==> src/rtl/mtr_pkg.sv <==
// Shared types and default constants for the stepper step generator.
package mtr_pkg;

  typedef enum logic [2:0] {
    IDLE  = 3'd0,
    SETUP = 3'd1,
    RAMP  = 3'd2,
    RUN   = 3'd3,
    STOP  = 3'd4
  } mtr_state_t;

  localparam int DEF_CLK_DIV      = 100;
  localparam int DEF_START_PERIOD = 1000;
  localparam int DEF_RAMP_STEP    = 8;
  localparam int DEF_PULSE_W      = 10;
  localparam int DEF_DIR_SETUP    = 50;
  localparam int POS_W            = 32;
  localparam int PERIOD_W         = 16;

endpackage

==> src/rtl/mtr_step_gen_tick_prescaler.sv <==
// Free-running bus_clk divider; tick is a one-cycle pulse on each wrap.
module tick_prescaler #(
  parameter int CLK_DIV = 100
) (
  input  logic bus_clk,
  input  logic rst,
  output logic tick
);

  localparam int CW = (CLK_DIV > 1) ? $clog2(CLK_DIV) : 1;
  localparam logic [CW-1:0] LAST = CW'(CLK_DIV - 1);

  logic [CW-1:0] cnt;

  always_ff @(posedge bus_clk or posedge rst) begin
    if (rst) begin
      cnt <= '0;
    end else if (cnt == LAST) begin
      cnt <= '0;
    end else begin
      cnt <= cnt + CW'(1);
    end
  end

  assign tick = (cnt == LAST);

endmodule

==> src/rtl/mtr_step_gen.sv <==
// Step/dir/enable generator with linear period ramping, direction setup delay
// and a signed step position counter.
module mtr_step_gen
  import mtr_pkg::*;
#(
  parameter int CLK_DIV      = DEF_CLK_DIV,
  parameter int START_PERIOD = DEF_START_PERIOD,
  parameter int RAMP_STEP    = DEF_RAMP_STEP,
  parameter int PULSE_W      = DEF_PULSE_W,
  parameter int DIR_SETUP    = DEF_DIR_SETUP
) (
  input  logic                    bus_clk,
  input  logic                    rst,
  input  logic                    mtr_en,
  input  logic                    mtr_dir,
  input  logic [PERIOD_W-1:0]     mtr_speed,
  input  logic                    pos_clr,
  output logic                    step,
  output logic                    dir,
  output logic                    drv_en,
  output logic                    busy,
  output logic signed [POS_W-1:0] position
);

  localparam logic [PERIOD_W-1:0] START_P    = PERIOD_W'(START_PERIOD);
  localparam logic [PERIOD_W-1:0] RSTEP      = PERIOD_W'(RAMP_STEP);
  localparam logic [PERIOD_W-1:0] SETUP_LAST = PERIOD_W'(DIR_SETUP - 1);
  localparam logic [PERIOD_W-1:0] PULSE_LAST = PERIOD_W'(PULSE_W - 1);

  // Move cur toward tgt by at most RSTEP, landing exactly on tgt.
  function automatic logic [PERIOD_W-1:0] ramp_toward(input logic [PERIOD_W-1:0] cur,
                                                      input logic [PERIOD_W-1:0] tgt);
    logic [PERIOD_W-1:0] res;
    if (cur > tgt) begin
      res = ((cur - tgt) > RSTEP) ? (cur - RSTEP) : tgt;
    end else if (cur < tgt) begin
      res = ((tgt - cur) > RSTEP) ? (cur + RSTEP) : tgt;
    end else begin
      res = cur;
    end
    return res;
  endfunction

  function automatic logic [PERIOD_W-1:0] stop_inc(input logic [PERIOD_W-1:0] cur);
    logic [PERIOD_W:0] sum;
    sum = {1'b0, cur} + {1'b0, RSTEP};
    return (sum >= {1'b0, START_P}) ? START_P : sum[PERIOD_W-1:0];
  endfunction

  mtr_state_t          state_q, state_d;
  logic                tick;
  logic [PERIOD_W-1:0] per_cnt, cur_period, per_next, setup_cnt, pulse_cnt, tgt;
  logic                last_q, last_set, latch_dir, load_ramp;
  logic                go, stop_req, stepping, stopping, emit;

  tick_prescaler #(.CLK_DIV(CLK_DIV)) u_presc (
    .bus_clk (bus_clk),
    .rst     (rst),
    .tick    (tick)
  );

  always_ff @(posedge bus_clk or posedge rst) begin
    if (rst) begin
      state_q <= IDLE;
    end else begin
      state_q <= state_d;
    end
  end

  always_comb begin
    state_d   = state_q;
    per_next  = cur_period;
    last_set  = 1'b0;
    latch_dir = 1'b0;
    tgt       = (mtr_speed > START_P) ? START_P : mtr_speed;
    if (tgt == '0) begin
      tgt = PERIOD_W'(1);
    end
    go        = mtr_en && (mtr_speed != '0);
    stop_req  = !mtr_en || (mtr_speed == '0) || (mtr_dir != dir);
    stepping  = (state_q == RAMP) || (state_q == RUN) || (state_q == STOP);
    emit      = stepping && !last_q && (per_cnt == cur_period);
    stopping  = (state_q == STOP) || (((state_q == RAMP) || (state_q == RUN)) && stop_req);

    case (state_q)
      IDLE: begin
        if (go) begin
          state_d   = SETUP;
          latch_dir = 1'b1;
        end
      end
      SETUP: begin
        if (stop_req) begin
          state_d = IDLE;
        end else if (setup_cnt == SETUP_LAST) begin
          state_d = RAMP;
        end
      end
      RAMP, RUN: begin
        if (stop_req) begin
          state_d = STOP;
        end else if (emit) begin
          per_next = ramp_toward(cur_period, tgt);
          state_d  = (per_next == tgt) ? RUN : RAMP;
        end
      end
      STOP: begin
        if (last_q && step && (pulse_cnt == '0)) begin
          state_d = IDLE;
        end
      end
      default: state_d = IDLE;
    endcase

    // Deceleration applies to the step that ends the period already in flight.
    if (stopping && emit) begin
      if (cur_period == START_P) begin
        last_set = 1'b1;
      end else begin
        per_next = stop_inc(cur_period);
      end
    end

    load_ramp = (state_q == SETUP) && (state_d == RAMP);
  end

  always_ff @(posedge bus_clk or posedge rst) begin
    if (rst) begin
      dir        <= 1'b0;
      drv_en     <= 1'b0;
      step       <= 1'b0;
      position   <= '0;
      cur_period <= START_P;
      per_cnt    <= '0;
      setup_cnt  <= '0;
      pulse_cnt  <= '0;
      last_q     <= 1'b0;
    end else begin
      if (latch_dir) begin
        dir <= mtr_dir;
      end
      drv_en     <= (state_d == IDLE) ? mtr_en : 1'b1;
      setup_cnt  <= (state_q == SETUP) ? (setup_cnt + PERIOD_W'(1)) : '0;
      cur_period <= load_ramp ? START_P : per_next;

      if (!stepping || emit) begin
        per_cnt <= '0;
      end else if (tick) begin
        per_cnt <= per_cnt + PERIOD_W'(1);
      end

      if (state_d == IDLE) begin
        last_q <= 1'b0;
      end else if (last_set) begin
        last_q <= 1'b1;
      end

      if (emit) begin
        step      <= 1'b1;
        pulse_cnt <= PULSE_LAST;
      end else if (step) begin
        if (pulse_cnt == '0) begin
          step <= 1'b0;
        end else begin
          pulse_cnt <= pulse_cnt - PERIOD_W'(1);
        end
      end

      // A clear coincident with a step counts that step from zero.
      if (pos_clr && emit) begin
        position <= dir ? 32'sd1 : -32'sd1;
      end else if (pos_clr) begin
        position <= '0;
      end else if (emit) begin
        position <= dir ? (position + 32'sd1) : (position - 32'sd1);
      end
    end
  end

  assign busy = (state_q != IDLE);

endmodule

==> config.mk <==
export PLATFORM = sky130hd
export DESIGN_NAME = mtr_step_gen
export DESIGN_NICKNAME = d
export VERILOG_FILES = /design/src/rtl/mtr_pkg.sv /design/src/rtl/mtr_step_gen_tick_prescaler.sv /design/src/rtl/mtr_step_gen.sv
export SDC_FILE = /design/constraint.sdc
export NUM_CORES = 1
export LEC_CHECK = 0
export CORE_ASPECT_RATIO = 1.1
export CORE_MARGIN = 2
export CORE_UTILIZATION = 50
export CTS_CLUSTER_SIZE = 8
export DETAILED_ROUTE_END_ITERATION = 7
export PLACE_DENSITY = 0.68
export SLEW_MARGIN = 20
export SYNTH_ARGS = -nofsm -noshare
export SYNTH_HDL_FRONTEND = slang
export SYNTH_SLANG_ARGS = --single-unit
==> constraint.sdc <==
create_clock -name bus_clk -period 9.9 [get_ports bus_clk]
set_clock_uncertainty 0.2 [all_clocks]
set_input_delay 1.98 -clock bus_clk [delete_from_list [all_inputs] [get_ports bus_clk]]
set_output_delay 1.98 -clock bus_clk [all_outputs]
set_load 0.005 [all_outputs]
==> flow_metrics.env, run 1 <==
export IMPL_hold_ws_ns=0.2961
export IMPL_startpoint_type="primary input"
export IMPL_diodes=0
export IMPL_r2r_slack_ns=4.70
export IMPL_dieArea_um2=21330
export IMPL_path_cells="clkdlybuf4s50_1, or4_4, or3_1, nor2_1, inv_1, ha_1, and4_1, and2_1, a221oi_1, and4_1, a211oi_1, a2111oi_4, nand4b_4, nand2_4, a31oi_1, or4_1, nor4_1, a31o_1"
export IMPL_crit_path_end_kind="flip-flop"
export IMPL_area_delta_synth_final_pct=10.15
export IMPL_rsz0062_at_grt="false"
export IMPL_num_vias=9620
export IMPL_top_layer_used="met4"
export IMPL_hp_start="u_presc.cnt[0]$_DFF_PP0_"
export IMPL_cp_common_cell="and4_1"
export IMPL_cts_made_buffers=9
export IMPL_grt_pass1_vias=9018
export IMPL_rr_startpoint="cur_period[3]$_DFF_PP1_"
export IMPL_multi_input_area_um2=6892
export IMPL_p_per_area_nw_per_um2=105.9
export IMPL_wl_met3_um=1501
export IMPL_reg2reg_to="state_q[0]$_DFF_PP0_"
export IMPL_slew_viol_final=0
export IMPL_cts_tree="built"
export IMPL_io_pins=57
export IMPL_root_buffer="clkbuf_16"
export IMPL_hold_viol_final=0
export IMPL_reg2reg_depth=14
export IMPL_synth_edff_count=0
export IMPL_crit_arrival_ns=7.93
export IMPL_wl_per_cell_um=18.91
export IMPL_layout_commonest_cell="nor2_1"
export IMPL_critPathKind="primary input to flip-flop"
export IMPL_start_util_pct=50.96
export IMPL_async_reset_ff_share_pct=100.0
export IMPL_postCtsSetupBuffers=0
export IMPL_tns_ns=0
export IMPL_wl_um=29160
export IMPL_drt_iter0_drc=789
export IMPL_p_leak_uw=0.004793
export IMPL_tightest_slew_ns=0.8917
export IMPL_grt_pass1_wl_um=47660
export IMPL_die_width_um=139.4
export IMPL_synth_seq_cells=110
export IMPL_holdBufCountCts=0
export IMPL_synth_area_leader_cell="dfrtp_1"
export IMPL_cp_required_ns=10.01
export IMPL_whs_endpoint="u_presc.cnt[0]$_DFF_PP0_"
export IMPL_worst_path_max_delay_cell="a221oi_1"
export IMPL_place_congestion=0.9648
export IMPL_min_period_over_period_pct=79.00
export IMPL_worst_path_largest_cell_delay_ns=0.58
export IMPL_syn_area_um2=10090
export IMPL_ant_nets=0
export IMPL_num_fill_cells=1889
export IMPL_grt_max_degree=63
export IMPL_critPathTopFamily="simple AND/OR/NAND/NOR gates"
export IMPL_status="finished, final reports clean"
export IMPL_drv_cap=0
export IMPL_layout_common_cells="nor2_1, a21oi_1, dfrtp_1"
export IMPL_cts_buffer_depth=2
export IMPL_seqCellArea_um2=2760
export IMPL_vdd_drop_max_v=0.00009454
export IMPL_drive_above_1_share_pct=4.884
export IMPL_timing_fmax_mhz=127.9
export IMPL_clk_latency_ns=0.37
export IMPL_yosysWarningCount=0
export IMPL_ctsResizeCount=0
export IMPL_syn_area_per_cell_um2=7.969
export IMPL_synth_distinct_cells=90
export IMPL_drt_pass1_iterations=6
export IMPL_worstPathMaxFanout=17
export IMPL_grt_antenna_before_repair=0
export IMPL_synth_ff_type="dfrtp_1"
export IMPL_clock_sinks=110
export IMPL_num_rows=54
export IMPL_clkTransAtPathRegs_ns=0.08
export IMPL_min_path_cells=1
export IMPL_core_um2=19800
export IMPL_synth_top_area_share_pct=25.80
export IMPL_nets=1374
export IMPL_routed_via_density=6.239
export IMPL_setup_viol=0
export IMPL_relSlewSlack_pct=39.01
export IMPL_grtUsageTotal_pct=27.31
export IMPL_ys_top_cells_by_area="dfrtp_1, ha_1, xnor2_1"
export IMPL_min_path_type="flip-flop to flip-flop"
export IMPL_synthCells=1266
export IMPL_h_tree_depth=3
export IMPL_path_buf_inv=2
export IMPL_fin_util_pct=56.13
export IMPL_portBuffers=56
export IMPL_overflow=0
export IMPL_met2_length_um=13830
export IMPL_die_h_um=153.0
export IMPL_power_uw=1177
export IMPL_fin_crit_ns=7.821
export IMPL_drc=0
export IMPL_ys_seq_area_share_pct=27.36
export IMPL_wl_met1_um=12970
export IMPL_hpwl_um=21800
==> stage by stage <==
| step | cells | setup WS [ns] | cell area (um^2) |
|---|---|---|---|
| 6_report | 1542 | 2.079 | 11110 |
| 5_1_grt | 1542 | 1.754 | 11110 |
| 4_1_cts | 1542 | 2.170 | 11110 |
| 3_5_place_dp | 1526 | 1.760 | 10790 |
| 3_3_place_gp | 1526 | 1.846 | 10790 |
| 2_1_floorplan | 1275 | 3.136 | 10120 |
==> synth_stat cells (9+ instances only) <==
cell	number
xnor2_1	65
o21a_1	12
xor2_1	45
nand4_1	21
or3_1	20
mux2i_1	17
dfrtp_1	104
ha_1	66
a211oi_1	16
clkbuf_1	49
nor2b_1	14
a21o_1	26
nand3_1	50
nor3_1	47
and3_1	17
nand2_1	86
a31oi_1	14
buf_2	9
a21oi_1	105
nor2_1	135
nor4_1	17
o21ai_0	78
o211ai_1	19
nand2b_1	14
inv_1	52
==> layer usage <==
metal,vias up,global-route usage [%]
li1,4642,-
met1,4595,36.67
met2,327,45.38
met3,56,3.509
met4,0,9.620
met5,-,0
==> cell type report <==
type | count | share of cell area, %
Clock buffer | 9 | 2.027
Clock inverter | 7 | 0.8783
Inverter | 53 | 1.813
Multi-Input combinational cell | 1047 | 62.02
Sequential cell | 110 | 24.84
Tap cell | 252 | 2.838
Timing Repair Buffer | 64 | 5.585
==> state kept, by name (all words and copies together) (netlist names) <==
signal and count:
cur_period 16, step 1, u_presc.cnt 7, dir 1, position 32, setup_cnt 16
last_q 1, per_cnt 16, state_q 3, pulse_cnt 16, drv_en 1
==> cells by family after synthesis <==
| kind of cell | after synthesis | share of synthesized area, % |
|---|---|---|
| buf+inv | 118 | 4.762 |
| other cells | 2 | 0.07444 |
| compound gates | 358 | 23.17 |
| mux | 19 | 1.910 |
| fa+ha+maj | 68 | 8.582 |
| xor+xnor | 110 | 9.550 |
| simple gates | 481 | 24.59 |
| flops | 110 | 27.36 |
==> report_power, final <==
group	leakage, uW	total, uW	internal, uW	switching (uW)
combinational	0.00315	304	119	185
sequential	0.00149	474	456	17.8
clock	0.000159	399	206	193
total	0.00479	1180	781	396
==> how the worst max path moves through the flow <==
stage | start | depth (start not counted) | end | slack (ns)
after global routing | mtr_speed[15] | 18 | cur_period[0]$_DFFE_PP0P_ | 1.75
final | mtr_speed[14] | 18 | state_q[0]$_DFF_PP0_ | 2.08
after floorplan | mtr_speed[14] | 19 | state_q[0]$_DFF_PP0_ | 3.14
after global placement | mtr_speed[14] | 18 | state_q[0]$_DFF_PP0_ | 1.85
after detailed placement | mtr_speed[14] | 18 | state_q[0]$_DFF_PP0_ | 1.76
after CTS | mtr_speed[14] | 18 | state_q[0]$_DFF_PP0_ | 2.17
(Power assumes the default switching activity.)
==> run 2, diff against run 1 <==
==> constraint.sdc (replaced) <==
create_clock -name bus_clk -period 8 [get_ports bus_clk]
set_clock_uncertainty 0.2 [all_clocks]
set_input_delay 1.6 -clock bus_clk [delete_from_list [all_inputs] [get_ports bus_clk]]
set_output_delay 1.6 -clock bus_clk [all_outputs]
set_load 0.005 [all_outputs]
==> run 2 against run 1 <==
Against the previous run:
- utilization rose by 0.18 points
- worst hold slack improved by 0.0039 ns
- highest routed layer unchanged
- register-to-register slack got worse by 1.8 ns
- cell area rose by 0.33%
- critical endpoint unchanged
- clock-buffer cell count rose by 1
==> flow_metrics.env, run 2 (synthesis gave the netlist of run 1 again) <==
export IMPL_critPathKind="primary input to flip-flop"
export IMPL_layout_common_cells="nor2_1, a21oi_1, dfrtp_1"
export IMPL_overflow=0
export IMPL_timing_fmax_mhz=136.3
export IMPL_crit_arrival_ns=7.44
export IMPL_reg2reg_depth=14
export IMPL_worstPathMaxFanout=12
export IMPL_drive_above_1_share_pct=5.466
export IMPL_reg2reg_to="state_q[0]$_DFF_PP0_"
export IMPL_hp_start="u_presc.cnt[0]$_DFF_PP0_"
export IMPL_worst_path_max_delay_cell="a221oi_1"
export IMPL_vdd_drop_max_v=0.0001022
export IMPL_postCtsSetupBuffers=0
export IMPL_cts_buffer_depth=2
export IMPL_rr_startpoint="cur_period[3]$_DFF_PP1_"
export IMPL_setup_viol=0
export IMPL_grtUsageTotal_pct=27.97
export IMPL_ant_nets=0
export IMPL_root_buffer="clkbuf_16"
export IMPL_slew_viol_final=0
export IMPL_grt_pass1_wl_um=48630
export IMPL_diodes=0
export IMPL_holdBufCountCts=0
export IMPL_path_cells="clkdlybuf4s50_1, or4_4, or3_1, nor2_1, inv_1, ha_1, and4_1, and2_1, a221oi_1, and4_1, a211oi_1, a2111oi_4, nand4b_4, nand2_4, a31oi_1, or4_1, nor4_1, a31o_1"
export IMPL_top_register="position"
export IMPL_clkTransAtPathRegs_ns=0.08
export IMPL_relSlewSlack_pct=39.33
export IMPL_cp_required_ns=8.10
export IMPL_die_width_um=139.4
export IMPL_start_util_pct=50.96
export IMPL_place_congestion=0.9518
export IMPL_hpwl_um=22290
export IMPL_drt_iter0_drc=740
export IMPL_tns_ns=0
export IMPL_portBuffers=56
export IMPL_worst_path_largest_cell_delay_ns=0.59
export IMPL_whs_endpoint="u_presc.cnt[0]$_DFF_PP0_"
export IMPL_fin_util_pct=56.31
export IMPL_drt_pass1_iterations=6
export IMPL_status="finished, final reports clean"
export IMPL_min_path_cells=1
export IMPL_wl_per_cell_um=19.08
export IMPL_grt_pass1_vias=9271
export IMPL_h_tree_depth=3
export IMPL_num_vias=9627
export IMPL_die_h_um=153.0
export IMPL_p_leak_uw=0.004821
export IMPL_hold_viol_final=0
export IMPL_p_per_area_nw_per_um2=127.3
export IMPL_dieArea_um2=21330
export IMPL_routed_via_density=6.207
export IMPL_nets=1383
export IMPL_drc=0
export IMPL_grt_max_degree=66
export IMPL_min_period_over_period_pct=91.72
export IMPL_largest_reg_flops=32
export IMPL_area_delta_synth_final_pct=10.50
export IMPL_min_path_type="flip-flop to flip-flop"
export IMPL_num_fill_cells=1907
export IMPL_core_um2=19800
export IMPL_num_rows=54
export IMPL_rsz0062_at_grt="false"
export IMPL_cts_made_buffers=9
export IMPL_fin_crit_ns=7.338
export IMPL_layout_commonest_cell="nor2_1"
export IMPL_clk_latency_ns=0.37
export IMPL_cp_common_cell="and4_1"
export IMPL_grt_antenna_before_repair=0
export IMPL_r2r_slack_ns=2.86
export IMPL_crit_path_end_kind="flip-flop"
export IMPL_io_pins=57
export IMPL_ctsResizeCount=0
export IMPL_startpoint_type="primary input"
export IMPL_drv_cap=0
export IMPL_clock_sinks=110
export IMPL_cts_tree="built"
export IMPL_wl_um=29590
export IMPL_tightest_slew_ns=0.9032
-- run 2: changes by cell type in the layout (fill, tap and decap cells not counted), sizes merged --
cell    change
buf         +9
clkinv      +1
inv         -1
bufinv      -1
clkbuf      +1
-- run 2: worst max-delay path, delay by kind of cell --
kind	cells	cell delay, ns
adder cells (fa/ha/maj)	1	0.46
AO/OA/AOI/OAI	5	1.29
buffers and inverters	2	0.58
AND/OR/NAND/NOR	10	3.47
-- run 2: area by class of cell --
class                   count  area, um^2  share of cell area, %
clock inverters             6       62.56                 0.5612
well taps                 252       315.3                  2.828
inverters                  53       201.4                  1.807
clock buffers              10       229.0                  2.054
flip-flops and latches    110        2760                  24.76
repair buffers             73       688.2                  6.173
multi-input cells        1047        6892                  61.82
-- run 2: worst max path at each step --
stage	slack, ns	to	cells after the start	start
CTS	0.76	cur_period[0]$_DFFE_PP0P_	18	mtr_speed[14]
finish	0.66	state_q[0]$_DFF_PP0_	18	mtr_speed[14]
global placement	0.51	state_q[0]$_DFF_PP0_	18	mtr_speed[14]
global route	0.18	cur_period[0]$_DFFE_PP0P_	18	mtr_speed[14]
floorplan	1.62	state_q[0]$_DFF_PP0_	19	mtr_speed[14]
detailed placement	0.38	cur_period[0]$_DFFE_PP0P_	18	mtr_speed[14]
-- run 2: routing by layer --
metal	wire, um	vias to the layer above	global-route usage, %
met5	0	-	0
met4	626	0	8.225
met3	1681	49	3.665
met2	14310	298	47.20
met1	12970	4624	37.58
li1	-	4656	-
-- run 2: where the power goes --
group,switching (uW),internal [uW],total (uW)
Sequential,22.7,565,587
Clock,232,221,453
Combinational,230,149,379
Total,485,934,1420
-- run 2: through the flow --
stage | hold WS (ns) | setup WS (ns) | cells | cell area [um^2] | total power (uW)
after floorplan | 0.2553 | 1.616 | 1275 | 10120 | 873.7
after global placement | 0.2851 | 0.5144 | 1535 | 10860 | 968.4
after detailed placement | 0.2941 | 0.3810 | 1535 | 10860 | 970.1
after CTS | 0.3056 | 0.7640 | 1551 | 11150 | 1424
after global routing | 0.3422 | 0.1808 | 1551 | 11150 | 1492
final | 0.3000 | 0.6620 | 1551 | 11150 | 1419
==> run 3, diff against run 2 <==
--- a/config.mk
+++ b/config.mk
@@ -10,6 +10,7 @@
 export CORE_UTILIZATION = 50
 export CTS_CLUSTER_SIZE = 8
 export DETAILED_ROUTE_END_ITERATION = 7
+export MAX_ROUTING_LAYER = met4
 export PLACE_DENSITY = 0.68
 export SLEW_MARGIN = 20
 export SYNTH_ARGS = -nofsm -noshare
==> run 3 against run 2 <==
Against the previous run:
- non-clock buffer count grew 1
- clock power is essentially flat
- first-iteration DRC count grew 0.27%
- die area is the same
- total power is essentially flat
- critical path type unchanged
- critical endpoint unchanged
- largest cell class unchanged
- largest power group unchanged
==> flow_metrics.env, run 3 (synthesis gave the netlist of run 1 again) <==
export IMPL_status="finished, final reports clean"
export IMPL_place_congestion=0.9787
export IMPL_relSlewSlack_pct=36.76
export IMPL_startpoint_type="primary input"
export IMPL_drt_pass1_iterations=7
export IMPL_nets=1384
export IMPL_grt_use_met2_pct=45.85
export IMPL_holdBufCountCts=0
export IMPL_ant_nets=0
export IMPL_start_util_pct=50.96
export IMPL_p_leak_uw=0.004834
export IMPL_grt_antenna_before_repair=0
export IMPL_rsz0062_at_grt="false"
export IMPL_critPathKind="primary input to flip-flop"
export IMPL_routed_via_density=6.209
export IMPL_fin_crit_ns=7.307
export IMPL_core_um2=19800
export IMPL_grt_max_degree=77
export IMPL_crit_arrival_ns=7.40
export IMPL_cp_num_cells=18
export IMPL_min_path_cells=1
export IMPL_busiest_layer="met2"
export IMPL_grtUsageTotal_pct=28.46
export IMPL_die_width_um=139.4
export IMPL_hold_viol_final=0
export IMPL_worst_path_largest_cell_delay_ns=0.70
export IMPL_multi_input_area_um2=6892
export IMPL_use_met3_pct=3.509
export IMPL_p_per_area_nw_per_um2=127.2
export IMPL_seqCellArea_um2=2760
export IMPL_h_tree_depth=3
export IMPL_num_rows=54
export IMPL_grt_pass1_vias=9141
export IMPL_path_buf_inv=2
export IMPL_fin_util_pct=56.40
export IMPL_worst_path_max_delay_cell="or3_1"
export IMPL_root_buffer="clkbuf_16"
export IMPL_worstPathMaxFanout=16
export IMPL_reg2reg_depth=14
export IMPL_drv_cap=0
export IMPL_overflow=0
export IMPL_cts_made_buffers=9
export IMPL_portBuffers=56
export IMPL_min_period_over_period_pct=91.34
export IMPL_crit_path_end_kind="flip-flop"
export IMPL_top_register="position"
export IMPL_tightest_slew_ns=0.9487
export IMPL_min_path_type="flip-flop to flip-flop"
export IMPL_drive_above_1_share_pct=5.615
export IMPL_io_pins=57
export IMPL_hpwl_um=22100
export IMPL_die_h_um=153.0
export IMPL_critPathTopFamily="simple AND/OR/NAND/NOR gates"
export IMPL_cp_required_ns=8.09
export IMPL_clk_latency_ns=0.36
export IMPL_largest_reg_flops=32
export IMPL_clock_sinks=110
export IMPL_grt_pass1_wl_um=48140
export IMPL_tns_ns=0
export IMPL_cts_tree="built"
export IMPL_clkTransAtPathRegs_ns=0.08
export IMPL_postCtsSetupBuffers=0
export IMPL_drt_iter0_drc=742
export IMPL_num_fill_cells=1866
export IMPL_dieArea_um2=21330
export IMPL_num_vias=9636
export IMPL_cp_common_cell="or3_1"
export IMPL_timing_fmax_mhz=136.9
export IMPL_vdd_drop_max_v=0.0001223
export IMPL_drc=0
export IMPL_hold_ws_ns=0.2943
export IMPL_area_delta_synth_final_pct=10.67
export IMPL_worst_slack_ns=0.6930
export IMPL_setup_viol=0
export IMPL_cts_buffer_depth=2
export IMPL_path_cells="clkdlybuf4s50_1, or4_4, or3_1, nor2_1, inv_1, ha_1, o21a_1, or3_1, a211oi_1, o211ai_1, nor4b_2, nand3_1, or3_1, a31oi_1, nor2_1, or4_1, nor4_1, a31o_1"
export IMPL_layout_commonest_cell="nor2_1"
export IMPL_diodes=0
export IMPL_layout_common_cells="nor2_1, a21oi_1, dfrtp_1"
export IMPL_slew_viol_final=0
export IMPL_groute_layer_met1_usage_pct=36.97
export IMPL_ctsResizeCount=0
export IMPL_wl_um=29560
export IMPL_pre_cts_ws_ns=0.3953
export IMPL_wl_per_cell_um=19.05
## run 3: layer usage
metal	up-vias	part of all wire [%]
met5	-	0
met4	0	3.2
met3	67	5.9
met2	327	47
met1	4578	43
li1	4664	-
## run 3: final cells by class
| class | instances | share of cell area [%] |
|---|---|---|
| tap | 252 | 2.824 |
| multi-input combinational | 1047 | 61.73 |
| clock inverter | 7 | 0.6724 |
| clock buffer | 9 | 2.017 |
| sequential | 110 | 24.72 |
| inverter | 53 | 1.804 |
| timing repair buffer | 74 | 6.231 |
## run 3: worst paths after layout
path                                     startpoint                        to  slack [ns]
max reg2reg                 cur_period[3]$_DFF_PP1_      state_q[0]$_DFF_PP0_        2.91
max in group asynchronous                       rst  pulse_cnt[6]$_DFFE_PP0P_        4.86
min in group asynchronous                       rst  position[17]$_DFFE_PP0P_        1.41
max                                   mtr_speed[14]      state_q[0]$_DFF_PP0_        0.69
min reg2reg                u_presc.cnt[0]$_DFF_PP0_  u_presc.cnt[0]$_DFF_PP0_        0.29
min                        u_presc.cnt[0]$_DFF_PP0_  u_presc.cnt[0]$_DFF_PP0_        0.29
## run 3: power breakdown
| part | internal (uW) | leakage, uW | switching [uW] |
|---|---|---|---|
| logic | 149 | 0.00320 | 228 |
| clock network | 222 | 0.000148 | 233 |
| registers | 565 | 0.00149 | 23.1 |
## run 3: metrics by stage
step | total power [uW] | instance area [um^2] | instances
floorplan | 873.7 | 10120 | 1275
global placement | 968.8 | 10860 | 1536
detailed placement | 968.2 | 10860 | 1536
CTS | 1430 | 11160 | 1552
global route | 1497 | 11160 | 1552
finish | 1420 | 11160 | 1552
